File: config.mk
export PLATFORM = sky130hd
export DESIGN_NAME = ui_grid_drawer
export DESIGN_NICKNAME = d
export VERILOG_FILES = /design/src/rtl/ui_pkg.sv /design/src/rtl/ui_axis_sweep.sv /design/src/rtl/ui_grid_drawer.sv
export SDC_FILE = /design/constraint.sdc
export NUM_CORES = 1
export LEC_CHECK = 0
export ABC_AREA = 1
export CORE_ASPECT_RATIO = 1.5
export CORE_MARGIN = 4
export CORE_UTILIZATION = 40
export DETAILED_ROUTE_END_ITERATION = 10
export SLEW_MARGIN = 20
export SYNTH_ARGS = -nofsm -noshare
export SYNTH_HDL_FRONTEND = slang
export SYNTH_SLANG_ARGS = --single-unit
File: constraint.sdc
create_clock -name clk -period 3.3 [get_ports clk]
set_input_delay 0.825 -clock clk [delete_from_list [all_inputs] [get_ports clk]]
set_output_delay 0.825 -clock clk [all_outputs]
set_load 0.01 [all_outputs]
File: src/rtl/ui_pkg.sv
// Shared types and constants for the UI grid drawer.
// Screen defaults match the 160x120 VGA adapter path.
package ui_pkg;

    typedef enum logic [2:0] {
        S_IDLE,
        S_CLEAR,
        S_HLINE,
        S_VLINE,
        S_DONE
    } state_t;

    localparam int SCREEN_W_DEF = 160;
    localparam int SCREEN_H_DEF = 120;
    localparam int COL_W_DEF    = 3;
    localparam int BLACK        = 0;

endpackage

File: src/rtl/ui_axis_sweep.sv
// Saturating 0..LEN-1 counter with synchronous load-to-zero.
// nxt_o exposes the value the counter takes at the coming edge.
module ui_axis_sweep #(
    parameter int LEN = 160,
    parameter int W   = 8
) (
    input  logic         clk,
    input  logic         resetn,
    input  logic         load_i,
    input  logic         en_i,
    output logic [W-1:0] nxt_o,
    output logic         last_o
);

    logic [W-1:0] cnt_q, cnt_d;

    assign last_o = (cnt_q == W'(LEN - 1));

    always_comb begin
        cnt_d = cnt_q;
        if (load_i)
            cnt_d = '0;
        else if (en_i && !last_o)
            cnt_d = cnt_q + 1'b1;
    end

    assign nxt_o = cnt_d;

    always_ff @(posedge clk) begin
        if (!resetn)
            cnt_q <= '0;
        else
            cnt_q <= cnt_d;
    end

endmodule

File: src/rtl/ui_grid_drawer.sv
// Grid drawer: H_COUNT rows then V_COUNT columns, one pixel per clock.
// Define UI_GRID_CLEAR_EN to blank the whole screen before the grid.
module ui_grid_drawer
    import ui_pkg::*;
#(
    parameter int X_W      = 8,
    parameter int Y_W      = 7,
    parameter int SCREEN_W = SCREEN_W_DEF,
    parameter int SCREEN_H = SCREEN_H_DEF,
    parameter int H_COUNT  = 1,
    parameter int H_START  = 30,
    parameter int H_STEP   = 20,
    parameter int V_COUNT  = 1,
    parameter int V_START  = 80,
    parameter int V_STEP   = 40,
    parameter int COL_W    = COL_W_DEF
) (
    input  logic             clk,
    input  logic             resetn,
    input  logic             start,
    input  logic [COL_W-1:0] colour_in,
    output logic [X_W-1:0]   x_out,
    output logic [Y_W-1:0]   y_out,
    output logic [COL_W-1:0] colour_out,
    output logic             plot,
    output logic             busy,
    output logic             done
);

    localparam int H_N  = (H_COUNT > 0) ? H_COUNT : 1;
    localparam int V_N  = (V_COUNT > 0) ? V_COUNT : 1;
    localparam int HL_W = (H_N > 1) ? $clog2(H_N) : 1;
    localparam int VL_W = (V_N > 1) ? $clog2(V_N) : 1;

    localparam state_t AFTER_H = (V_COUNT > 0) ? S_VLINE : S_DONE;
    localparam state_t AFTER_C = (H_COUNT > 0) ? S_HLINE : AFTER_H;
`ifdef UI_GRID_CLEAR_EN
    localparam state_t FIRST = S_CLEAR;
`else
    localparam state_t FIRST = AFTER_C;
`endif

    if (H_COUNT > 0 && H_START + (H_COUNT - 1) * H_STEP >= SCREEN_H) begin : g_chk_h
        $error("horizontal line falls outside the screen");
    end
    if (V_COUNT > 0 && V_START + (V_COUNT - 1) * V_STEP >= SCREEN_W) begin : g_chk_v
        $error("vertical line falls outside the screen");
    end
    if (SCREEN_W > 2 ** X_W || SCREEN_H > 2 ** Y_W) begin : g_chk_w
        $error("screen size exceeds coordinate width");
    end

    // Line positions are elaboration constants indexed by the line counter.
    logic [Y_W-1:0] hrow [2**HL_W];
    logic [X_W-1:0] vcol [2**VL_W];

    for (genvar g = 0; g < 2 ** HL_W; g++) begin : g_hrow
        assign hrow[g] = (g < H_COUNT) ? Y_W'(H_START + g * H_STEP) : '0;
    end
    for (genvar g = 0; g < 2 ** VL_W; g++) begin : g_vcol
        assign vcol[g] = (g < V_COUNT) ? X_W'(V_START + g * V_STEP) : '0;
    end

    state_t           state_q, state_d;
    logic [COL_W-1:0] col_q, col_d;
    logic [X_W-1:0]   x_q, x_d;
    logic [Y_W-1:0]   y_q, y_d;
    logic [COL_W-1:0] c_q, c_d;
    logic             plot_q, plot_d;
    logic             busy_q, busy_d;
    logic             done_q, done_d;

    logic            xs_ld, xs_en, xs_last;
    logic            ys_ld, ys_en, ys_last;
    logic            hl_ld, hl_en, hl_last;
    logic            vl_ld, vl_en, vl_last;
    logic [X_W-1:0]  xs_nxt;
    logic [Y_W-1:0]  ys_nxt;
    logic [HL_W-1:0] hl_nxt;
    logic [VL_W-1:0] vl_nxt;

    ui_axis_sweep #(.LEN(SCREEN_W), .W(X_W)) u_xs (
        .clk(clk), .resetn(resetn), .load_i(xs_ld), .en_i(xs_en),
        .nxt_o(xs_nxt), .last_o(xs_last)
    );
    ui_axis_sweep #(.LEN(SCREEN_H), .W(Y_W)) u_ys (
        .clk(clk), .resetn(resetn), .load_i(ys_ld), .en_i(ys_en),
        .nxt_o(ys_nxt), .last_o(ys_last)
    );
    ui_axis_sweep #(.LEN(H_N), .W(HL_W)) u_hl (
        .clk(clk), .resetn(resetn), .load_i(hl_ld), .en_i(hl_en),
        .nxt_o(hl_nxt), .last_o(hl_last)
    );
    ui_axis_sweep #(.LEN(V_N), .W(VL_W)) u_vl (
        .clk(clk), .resetn(resetn), .load_i(vl_ld), .en_i(vl_en),
        .nxt_o(vl_nxt), .last_o(vl_last)
    );

    always_comb begin
        state_d = state_q;
        col_d   = col_q;
        xs_ld = 1'b0; xs_en = 1'b0;
        ys_ld = 1'b0; ys_en = 1'b0;
        hl_ld = 1'b0; hl_en = 1'b0;
        vl_ld = 1'b0; vl_en = 1'b0;

        unique case (state_q)
            S_IDLE: begin
                xs_ld = 1'b1; ys_ld = 1'b1;
                hl_ld = 1'b1; vl_ld = 1'b1;
                if (start) begin
                    state_d = FIRST;
                    col_d   = colour_in;
                end
            end
`ifdef UI_GRID_CLEAR_EN
            S_CLEAR: begin
                if (xs_last) begin
                    xs_ld = 1'b1;
                    if (ys_last) begin
                        ys_ld   = 1'b1;
                        state_d = AFTER_C;
                    end else begin
                        ys_en = 1'b1;
                    end
                end else begin
                    xs_en = 1'b1;
                end
            end
`endif
            S_HLINE: begin
                if (xs_last) begin
                    xs_ld = 1'b1;
                    if (hl_last) begin
                        hl_ld   = 1'b1;
                        state_d = AFTER_H;
                    end else begin
                        hl_en = 1'b1;
                    end
                end else begin
                    xs_en = 1'b1;
                end
            end
            S_VLINE: begin
                if (ys_last) begin
                    ys_ld = 1'b1;
                    if (vl_last) begin
                        vl_ld   = 1'b1;
                        state_d = S_DONE;
                    end else begin
                        vl_en = 1'b1;
                    end
                end else begin
                    ys_en = 1'b1;
                end
            end
            S_DONE: begin
                state_d = S_IDLE;
            end
            default: begin
                state_d = S_IDLE;
            end
        endcase

        // Outputs follow the state and counters being entered at this edge.
        plot_d = 1'b0;
        x_d    = '0;
        y_d    = '0;
        c_d    = COL_W'(BLACK);
        unique case (state_d)
`ifdef UI_GRID_CLEAR_EN
            S_CLEAR: begin
                plot_d = 1'b1;
                x_d    = xs_nxt;
                y_d    = ys_nxt;
            end
`endif
            S_HLINE: begin
                plot_d = 1'b1;
                x_d    = xs_nxt;
                y_d    = hrow[hl_nxt];
                c_d    = col_d;
            end
            S_VLINE: begin
                plot_d = 1'b1;
                x_d    = vcol[vl_nxt];
                y_d    = ys_nxt;
                c_d    = col_d;
            end
            default: ;
        endcase
        busy_d = plot_d;
        done_d = (state_d == S_DONE);
    end

    always_ff @(posedge clk) begin
        if (!resetn) begin
            state_q <= S_IDLE;
            col_q   <= '0;
            x_q     <= '0;
            y_q     <= '0;
            c_q     <= '0;
            plot_q  <= 1'b0;
            busy_q  <= 1'b0;
            done_q  <= 1'b0;
        end else begin
            state_q <= state_d;
            col_q   <= col_d;
            x_q     <= x_d;
            y_q     <= y_d;
            c_q     <= c_d;
            plot_q  <= plot_d;
            busy_q  <= busy_d;
            done_q  <= done_d;
        end
    end

    assign x_out      = x_q;
    assign y_out      = y_q;
    assign colour_out = c_q;
    assign plot       = plot_q;
    assign busy       = busy_q;
    assign done       = done_q;

endmodule
==> impl_metrics.toml <==
[outcome]
outcome = "completed"

[clock_network]
cts_resized = 0
hold_buffers = 0
clkSlewWorstSetupHoldPaths_ns = 0.08
cts_setup_buffers = 0
cts_tree = "built"
htreeDepth = 2
clock_path_buffers = 2
insertion_delay_ns = 0.29
numCtsBuffers = 5
clock_sinks = 43
clockRootBuffer = "clkbuf_8"

[global_route]
use_met2 = 0.2722
grt_antenna_before_repair = 0
grt_max_degree = 14
grt_most_used_layer = "met2"
grt-ovfl-total = 0
use_met3 = 0.03832
met1_usage = 0.1432
grt_pass1_wl_um = 6844
grt_pass1_vias = 1623
grt_usage = 0.1420

[detailed_routing]
routed_wirelength_um = 3746
wl_per_cell_um = 10.46
ant_nets = 0
drt-pass1-iter-count = 4
drc = 0
via_count = 1620
via_per_inst = 4.525
drtIter0Drc = 58

[power_and_ir_drop]
seq_power_share = 0.568
total_power_mw = 0.9501
p_int_mw = 0.7202
p_leak_nw = 1.017
p_sw_frac = 0.2420
switchingPower_mw = 0.2299
vdd_drop_max_mv = 0.2627
power-per-cell-area_nw_per_um2 = 401.1
p_clk_frac = 0.337
combPwrFrac = 0.095

[cells_and_area]
antennaDiodeCount = 0
fillCellCount = 517
multi_input_area_um2 = 922.1
syn2layout_area_growth_pct = 20.11
layout.nets = 299
drive_above_1_share = 0.1473
seq_area_um2 = 860.8

[critical_path]
worstPathRequired_ns = 2.47
critPathMaxStageDelay_ns = 0.54
cpLargestDelayFamily = "buffers and inverters"
timing.critical_path.to_type = "output pin"
worst-path-max-fanout = 2
start_kind = "register"
arrival_ns = 1.16
path_buf_inv = 1
worstPathCellList = "clkdlybuf4s50_1"
cp_slowest_cell = "clkdlybuf4s50_1"
crit_type = "register to output pin"

[sta]
max_freq_mhz = 504.3
setup_tns_ns = 0
final-setup-viol-count = 0
hold_violations = 0
fin_skew_ns = 0.006084
tightest_slew_ns = 0.3792
finalCritPeriodShare = 0.6009
relSlewSlack = 0.7463
final_period_minus_worst_setup_slack_ns = 1.983
drv_slew = 0
rsz0062_at_grt = "false"

[floorplan]
fp.dieH_um = 93.99
start_util = 0.4100
rows = 31
core_area_um2 = 4810
boundaryPins = 27
die-area_um2 = 6140
die_w_um = 65.33

[synth]
syn_nets = 270
yosysMostFrequentCell = "nand2_1"
synthDistinctLibCells = 30
postSynthRegisterBits = 43
ys.flop_type = "dfxtp_1"
yosysTopAreaCell = "dfxtp_1"
synthArstFlopShare = 0
netlist_top_cells_count = "70 x nand2_1, 43 x dfxtp_1, 35 x inv_1, 25 x nor2_1, 22 x nand3_1"
seq_area_frac_synth = 0.4365
synth_top_area_frac = 0.4365
yosys_warnings = 0
synthesis.area_um2 = 1972
syn_avg_cell_area_um2 = 7.526
synth_area_leaders = "dfxtp_1 44%, nand2_1 13%, inv_1 6.7%"
syn-instance-count = 262
synth_edf_count = 0

[placement]
globalplace.congestion = 0.8342
post-dp-hpwl_um = 2938
io_buffers = 26

[hold_path]
worstHoldPathType = "register to register"

[flow_run]
max-cap-violations = 0
## placed cells by master (no fill, tap or decap)
master,synthesis,routed
a21oi_1,5,5
a21oi_2,1,1
clkbuf_1,0,1
clkbuf_8,0,5
clkdlybuf4s50_1,0,26
clkinv_1,1,1
clkinv_2,0,1
clkinvlp_4,0,1
dfxtp_1,43,43
ha_1,2,2
inv_1,35,35
inv_2,6,6
mux2i_1,1,1
nand2_1,70,70
nand2_2,8,8
nand2_4,2,2
nand3_1,22,22
nand3_2,6,6
nand3_4,2,2
nand3b_1,1,1
nand4_1,4,4
nor2_1,25,25
nor2_2,4,4
nor2_4,3,3
nor2b_4,1,1
nor3_1,3,3
nor3_2,3,3
nor4_1,2,2
o211ai_1,2,2
o21ai_0,1,1
o21ai_1,2,2
xnor2_1,3,3
## final timing paths
check           startpoint          to  slack, ns  cells past startpoint
max                   busy        plot       1.32                      1
min             u_hl.cnt_q  u_hl.cnt_q       0.51                      2
max reg2reg  u_ys.cnt_q[0]    y_out[2]       1.53                      8
min reg2reg     u_hl.cnt_q  u_hl.cnt_q       0.51                      2
## cell type report
cell class                 count  share of cell area
inverter                      42             0.06656
timing repair buffer          26              0.1099
multi-input combinational    173              0.3893
clock inverter                 2            0.005283
tap                           66             0.03487
sequential                    43              0.3634
clock buffer                   6             0.03064
## registers in the layout, indices dropped and copies added, names as in the netlist
name,flops
u_xs.cnt_q,8
u_hl.cnt_q,1
x_out,8
done,1
state_q,3
colour_out,3
u_vl.cnt_q,1
y_out,7
col_q,3
busy,1
u_ys.cnt_q,7
## power by group through the flow
stage          Sequential, mW  Clock, mW  Combinational, mW
2_1_floorplan           0.556          0             0.0515
3_3_place_gp            0.552          0             0.0916
3_5_place_dp            0.552          0             0.0921
4_1_cts                 0.540      0.335             0.0923
5_1_grt                 0.542      0.357              0.101
6_report                0.539      0.320             0.0903
## per-stage QoR
step | instances | utilization | worst slack, ns | instance area, µm² | hold WS, ns
floorplan | 262 | - | 1.825 | 1972 | 0.4813
global placement | 350 | 0.4748 | 1.095 | 2283 | 0.5012
detailed placement | 350 | 0.4748 | 1.037 | 2283 | 0.5064
CTS | 358 | 0.4925 | 1.303 | 2369 | 0.5182
global route | 358 | 0.4925 | 1.226 | 2369 | 0.5556
finish | 358 | 0.4925 | 1.317 | 2369 | 0.5141
## cell families after synthesis
group                    Yosys count  synth area share
adder cells (fa/ha/maj)            2           0.01269
AO/OA/AOI/OAI                     11           0.03235
flip-flops                        43            0.4366
multiplexers                       1          0.005076
buffers and inverters             46           0.09581
XOR/XNOR                           3           0.01333
AND/OR/NAND/NOR                  156            0.4042
## per-layer routing
metal	share of wire	routed length [µm]	vias to the layer above
met5	0	0	-
met4	0.017	65	0
met3	0.028	106	6
met2	0.55	2074	15
met1	0.40	1500	728
li1	-	-	871
Power figures use the tool's default switching activity.
